==> config.mk <==
export PLATFORM = sky130hd
export DESIGN_NAME = servo_ramp_ctrl
export DESIGN_NICKNAME = d
export VERILOG_FILES = /design/src/rtl/servo_ramp_ctrl.sv
export SDC_FILE = /design/constraint.sdc
export NUM_CORES = 1
export LEC_CHECK = 0
export ABC_AREA = 1
export CAP_MARGIN = 20
export CORE_MARGIN = 2
export CORE_UTILIZATION = 65
export DETAILED_ROUTE_END_ITERATION = 6
export DONT_BUFFER_PORTS = 1
export HOLD_SLACK_MARGIN = 0.15
export PLACE_DENSITY = 0.81
export SYNTH_ARGS = -nofsm -noshare
export SYNTH_HDL_FRONTEND = slang
export SYNTH_SLANG_ARGS = --single-unit
export TNS_END_PERCENT = 10
==> constraint.sdc <==
create_clock -name clk -period 5.78 [get_ports clk]
set_input_delay 0 -clock clk [delete_from_list [all_inputs] [get_ports clk]]
set_output_delay 0 -clock clk [all_outputs]
set_load 0.02 [all_outputs]
==> src/rtl/servo_ramp_ctrl.sv <==
// Servo command stage: maps 8-bit positions to duty counts and slews the applied
// duty toward the target by at most STEP per PWM frame, updating only at frame ends.
module servo_ramp_ctrl #(
    parameter int PERIOD   = 20000,
    parameter int DUTY_MIN = 1000,
    parameter int DUTY_MAX = 2000,
    parameter int STEP     = 10,
    parameter int HOME_POS = 128
) (
    input  logic        clk,
    input  logic        rst,
    input  logic        en,
    input  logic [7:0]  cmd_pos,
    input  logic        cmd_valid,
    output logic        cmd_ready,
    output logic        pwm_enable,
    output logic [11:0] dutty,
    output logic [19:0] period,
    output logic        busy,
    output logic        done,
    output logic [1:0]  dbg_state
);

    // Handshake: a command transfers on a rising edge where cmd_valid && cmd_ready;
    // cmd_ready is high only in IDLE and does not depend on cmd_valid.

    localparam logic [1:0] S_OFF  = 2'd0;
    localparam logic [1:0] S_IDLE = 2'd1;
    localparam logic [1:0] S_MOVE = 2'd2;

    localparam int          SPAN     = DUTY_MAX - DUTY_MIN;
    localparam logic [19:0] PERIOD_W = 20'(PERIOD);
    localparam logic [11:0] STEP_W   = 12'(STEP);

    function automatic logic [11:0] f_map(input logic [7:0] pos);
        logic [19:0] prod;
        prod = 20'(pos) * 20'(SPAN);
        return 12'(DUTY_MIN) + 12'(prod >> 8);
    endfunction

    localparam logic [11:0] HOME_DUTY = f_map(8'(HOME_POS));

    logic [1:0]  r_state;
    logic [11:0] r_cur;
    logic [11:0] r_tgt;
    logic [19:0] r_fc;
    logic        r_done;

    logic        w_fb;
    logic [11:0] w_diff;
    logic [11:0] w_map;

    assign w_fb   = en && (r_fc == PERIOD_W);
    assign w_diff = (r_cur >= r_tgt) ? (r_cur - r_tgt) : (r_tgt - r_cur);
    assign w_map  = f_map(cmd_pos);

    always_ff @(posedge clk) begin
        if (rst) begin
            r_state <= S_OFF;
            r_cur   <= HOME_DUTY;
            r_tgt   <= HOME_DUTY;
            r_fc    <= '0;
            r_done  <= 1'b0;
        end else if (!en) begin
            // Disable wins over everything: the pending move is dropped, cur/tgt kept.
            r_state <= S_OFF;
            r_fc    <= '0;
            r_done  <= 1'b0;
        end else begin
            r_fc   <= (r_fc < PERIOD_W) ? r_fc + 20'd1 : '0;
            r_done <= 1'b0;
            case (r_state)
                S_OFF: r_state <= S_IDLE;
                S_IDLE: begin
                    if (cmd_valid) begin
                        r_tgt   <= w_map;
                        r_state <= S_MOVE;
                    end
                end
                S_MOVE: begin
                    if (w_fb) begin
                        if (w_diff <= STEP_W) begin
                            r_cur   <= r_tgt;
                            r_done  <= 1'b1;
                            r_state <= S_IDLE;
                        end else if (r_tgt > r_cur) begin
                            r_cur <= r_cur + STEP_W;
                        end else begin
                            r_cur <= r_cur - STEP_W;
                        end
                    end
                end
                default: r_state <= S_OFF;
            endcase
        end
    end

    assign cmd_ready  = (r_state == S_IDLE);
    assign pwm_enable = (r_state != S_OFF);
    assign busy       = (r_state == S_MOVE);
    assign done       = r_done;
    assign dutty      = r_cur;
    assign period     = PERIOD_W;
    assign dbg_state  = r_state;

endmodule

Yosys cells after proc, flatten, opt, wreduce, memory -nomap -nowiden
Cells that the tools add are included.

Bits in registers: 47. Output and inout bits: 38. Word-level logic and storage cells: 43.

$add $sub $neg: 6. Multiply operators: 1. Order comparisons: 4. Eq/ne operators: 6. Multiplexer cells: 8. Bitwise gates (word level): 4. Reduce and logical (&&, ||, !) cells: 9.

Operators with widths (number): $mux 12 (3); $sub 12x12->12 (2); $add 20x1->20 const B (1); $eq 20x15->1 const B (1); $lt 20x15->1 const B (1); $mul 8x7->15 const B (1); $add 12x4->12 const B (1); $ge 12x12->1 (1); $gt 12x12->1 (1); $le 12x4->1 const B (1); $sub 12x4->12 const B (1); $add 10x10->11 const A (1); $reduce_and 3->1 (3); $mux 2 (3); $pmux 2 s3 (1); $ne 2x1->1 const B (2); $not 1->1 (4); $reduce_or 4->1 (1); $reduce_or 3->1 (1); $eq 2x1->1 const B (1); $eq 2x2->1 const B (1); $logic_not 2->1 (1); $ne 2x2->1 const B (1); $reduce_bool 2->1 (1); 3 further kinds (3).

Logic depth before layout (Yosys ltp)
Word-level depth: 6. Depth in mapped cells: 23. Mapped depth without buffers: 23.

Least setup slack after synthesis
Ideal clock, no wire load.

Path type: input to register. From: input cmd_pos[1]. To: register r_tgt[9]. Arrival time: 3899 ps. Required time: 5665 ps. Slack: 1765 ps. Cell stages on the path: 21. Path buffers: 0. Cells stage by stage: inv_1 -> fa_1 -> fa_1 -> fa_1 -> fa_1 -> inv_1 -> ha_1 -> a21oi_1 -> o21ai_0 -> a21oi_1 -> xor2_1 -> inv_1 -> ha_1 -> inv_1 -> nand3_1 -> nor2_1 -> nand3_1 -> nand2_1 -> nand2_1 -> o21ai_0 -> inv_1.

Cells in the longest elaborated chain, start to end: 2.

RTL lines: start, declared (RTL line 13) `input logic [7:0] cmd_pos,`; $mul 8x7->15 (RTL line 37) `prod = 20'(pos) * 20'(SPAN);`; $add 10x10->11 (RTL line 38) `return 12'(DUTY_MIN) + 12'(prod >> 8);`; end signal, assigned (RTL line 76) `r_tgt <= w_map;`; end, declared (RTL line 45) `logic [11:0] r_tgt;`.

No other way between the ends. A chain may end at the register's enable or synchronous reset.

Worst setup path after layout
From: register r_cur[0] (netlist: dutty[0]). To: register r_cur[11] (netlist: dutty[11]).

Cells in the longest elaborated chain, start to end: 4. Elaborated cells between the ends (all ways): 10.

RTL lines: start, declared (RTL line 44) `logic [11:0] r_cur;`; start signal, assigned (RTL line 83) `r_cur <= r_tgt;`; start signal, assigned (RTL line 87) `r_cur <= r_cur + STEP_W;`; start signal, assigned (RTL line 89) `r_cur <= r_cur - STEP_W;`; $sub 12x12->12 or $ge 12x12->1 (tied branches) (RTL line 54) `assign w_diff = (r_cur >= r_tgt) ? (r_cur - r_tgt) : (r_tgt - r_cur);`; $mux 12 (RTL line 54); $le 12x4->1 (RTL line 82) `if (w_diff <= STEP_W) begin`; $mux 12 (*) (RTL line 82).

Mark *: on every way between the ends. The rest lies on a longest branch, timed or not.

==> qor.yml <==
cts_max_path_buffers: 2
die-area_sq_um: 9200
core_area_sq_um: 8220
io_pins: 50
rows: 33
grt_pass1_wl_mm: 19.8
ys_seq_area_frac: 0.168
grt_pass1_vias: 4600
synth_cell_types: 42
end_kind: "flop"
worstSkewPairLatency_ns: 0.31
dp_hpwl_mm: 10.3
max_freq_mhz: 233
first_pass_iters: 5
placed_area_sq_um: 5520
ys_warn_count: 0
ys_seq_elements: 46
hold_violations: 0
avgSynthCellArea_sq_um: 6.76
die_h_microns: 95.9
irDropWorstVdd_uv: 226
power_density_nw_per_um2: 302
grt_overflow_total: 0
gp_congestion: 0.897
clock-sinks: 46
vias_per_cell: 5.31
syn_area_sq_um: 5490
rsz0062_at_grt: "no"
drive_above_1_share: 0.0549
finalCritPeriodShare: 0.742
final.setup_skew_ns: 0.00579
synth_ff_type: "dfxtp_1"
drt.antenna.violating_nets: 0
run_status: "finished, final reports clean"
postCtsSetupBuffers: 0
design_area_sq_um: 5680
antenna_found_initial: 0
required_ns: 6.03
grt_usage: 0.272
clk_pin_slew_ns: 0.09
die_w_microns: 95.9
synthCells: 813
via_count: 4916
p_total_w: 0.00171
crit_type: "flop to flop"
avgRoutedWirePerCell_microns: 13.1
cts_made_buffers: 5
crit_arrival_ns: 4.54
htree_levels: 2
period_needed_ns: 4.29
synth-edff-count: 0
cellLeakagePower_nw: 3.05
first_iter_violations: 201
grt_max_degree: 21
postCtsHoldBufs: 4
diodes: 0
cts_tree: "built"
portBuffers: 0
routed_wl_mm: 12.1
finalMaxSlewViolations: 0
fin_setup_tns_ns: 0
area.growth.synth_to_final_pct: 3.37
ctsResizeCount: 0
hold_path.class: "input port to flop"
root_buffer: "clkbuf_8"
crit_fanout: 11
drv_cap: 0
worst_slew_pin_slew_ns: 0.721
drc: 0
start_kind: "flop"
slew-limit-headroom: 0.518
fill_cells: 713
setup_viol: 0
start_util: 0.668
async_reset_ff_frac: 0
final_net_count: 923
==> logic make-up after synthesis <==
group           synth area share
fa+ha+maj                  0.241
buf+inv                    0.147
flops                      0.168
xor+xnor                  0.0478
other cells              0.00137
simple gates               0.288
compound gates             0.107
==> per-stage QoR <==
| stage | util | hold WS, ns | cells | setup WS, ns |
|---|---|---|---|---|
| 2_1_floorplan | - | 0.168 | 836 | 1.77 |
| 3_3_place_gp | 0.672 | 0.0740 | 913 | 1.63 |
| 3_5_place_dp | 0.672 | 0.0748 | 913 | 1.49 |
| 4_1_cts | 0.691 | 0.237 | 925 | 1.53 |
| 5_1_grt | 0.691 | 0.298 | 925 | 1.17 |
| 6_report | 0.691 | 0.236 | 925 | 1.49 |
==> worst max-delay path, stage by stage, from the launching register on <==
cell	delay (ns)
dfxtp_1	0.44
ha_1	0.29
fa_1	0.46
inv_1	0.10
nand3_1	0.08
nand2_1	0.12
nand2_1	0.08
nand2_1	0.09
nand2_1	0.09
o21ai_0	0.08
nand2_1	0.32
ha_1	0.49
a21oi_1	0.22
nor2_1	0.06
o21ai_0	0.16
o2111ai_1	0.16
xnor2_1	0.19
nand3_1	0.10
a21oi_1	0.14
dlygate4sd3_1	0.56
==> cell type report <==
class,count,area [sq um],share of cell area
Inverter,165,619,0.109
Clock inverter,3,48.8,0.00859
Tap cell,105,131,0.0231
Timing Repair Buffer,4,40.0,0.00705
Multi-Input combinational cell,597,3850,0.678
Sequential cell,46,921,0.162
Clock buffer,5,68.8,0.0121
==> routing by layer <==
metal	vias up	wire length [microns]	part of all wire	global-route usage
met4	0	314	0.026	0.0845
met2	111	6180	0.51	0.510
met5	-	0	0	0
met1	2238	5120	0.42	0.320
met3	25	477	0.039	0.0337
li1	2542	-	-	-
==> cell usage in the layout (no fill, tap or decap), types with 5 or more instances in the layout <==
| master | count |
|---|---|
| nand2_1 | 181 |
| inv_1 | 158 |
| ha_1 | 69 |
| a21oi_1 | 57 |
| nor2_1 | 52 |
| nand3_1 | 52 |
| dfxtp_1 | 46 |
| conb_1 | 25 |
| fa_1 | 23 |
| xor2_1 | 22 |
| o21ai_0 | 19 |
| nand4_1 | 14 |
| nor3_1 | 12 |
| nand2_2 | 8 |
| nor2_2 | 8 |
| xnor2_1 | 8 |
| o211ai_1 | 8 |
| inv_2 | 7 |
| clkbuf_8 | 5 |
==> sequential cells by signal, indices dropped and copies added, names as in the netlist <==
signal and count:
dbg_state 2, done 1, dutty 12, r_fc 20, r_tgt 11
==> cells in the mapped netlist, types with 3 or more instances <==
cell type / instances / area [sq um]
xor2_1: 22 / 193
nand4_1: 14 / 87.6
nor2_4: 3 / 33.8
clkbuf_1: 4 / 15.0
o21a_1: 3 / 22.5
nor3_1: 12 / 60.1
nor2_2: 8 / 50.1
o211ai_1: 8 / 60.1
inv_2: 7 / 26.3
nand2_4: 4 / 45.0
a21oi_1: 57 / 285
nand3_1: 52 / 260
fa_1: 23 / 460
dfxtp_1: 46 / 921
nor3b_1: 3 / 22.5
a31oi_1: 3 / 18.8
nor4_1: 3 / 18.8
nand2_2: 8 / 50.1
nand2_1: 181 / 679
buf_4: 22 / 165
o21ai_0: 19 / 95.1
nor2_1: 52 / 195
inv_1: 158 / 593
xnor2_1: 8 / 70.1
o21bai_1: 3 / 22.5
ha_1: 69 / 863
==> power breakdown <==
group	switching, W	leakage [nW]	internal, W
sequential	0.00000631	0.374	0.000323
combinational	0.000703	2.62	0.000428
clock	0.000121	0.0563	0.000132
==> path summary, 6_finish.rpt <==
check	from	endpoint	slack, ns	cells after the start
worst max-delay path	dutty[0]$_SDFFE_PP0P_	dutty[11]$_SDFFE_PP0P_	1.49	19
worst min-delay path	cmd_pos[2]	r_tgt[0]$_SDFFE_PP0P_	0.24	5
worst max register to register	dutty[0]$_SDFFE_PP0P_	dutty[11]$_SDFFE_PP0P_	1.49	19
worst min register to register	r_fc[0]$_SDFF_PP0_	r_fc[0]$_SDFF_PP0_	0.46	1
No activity file was read; power rests on OpenSTA's default activity.
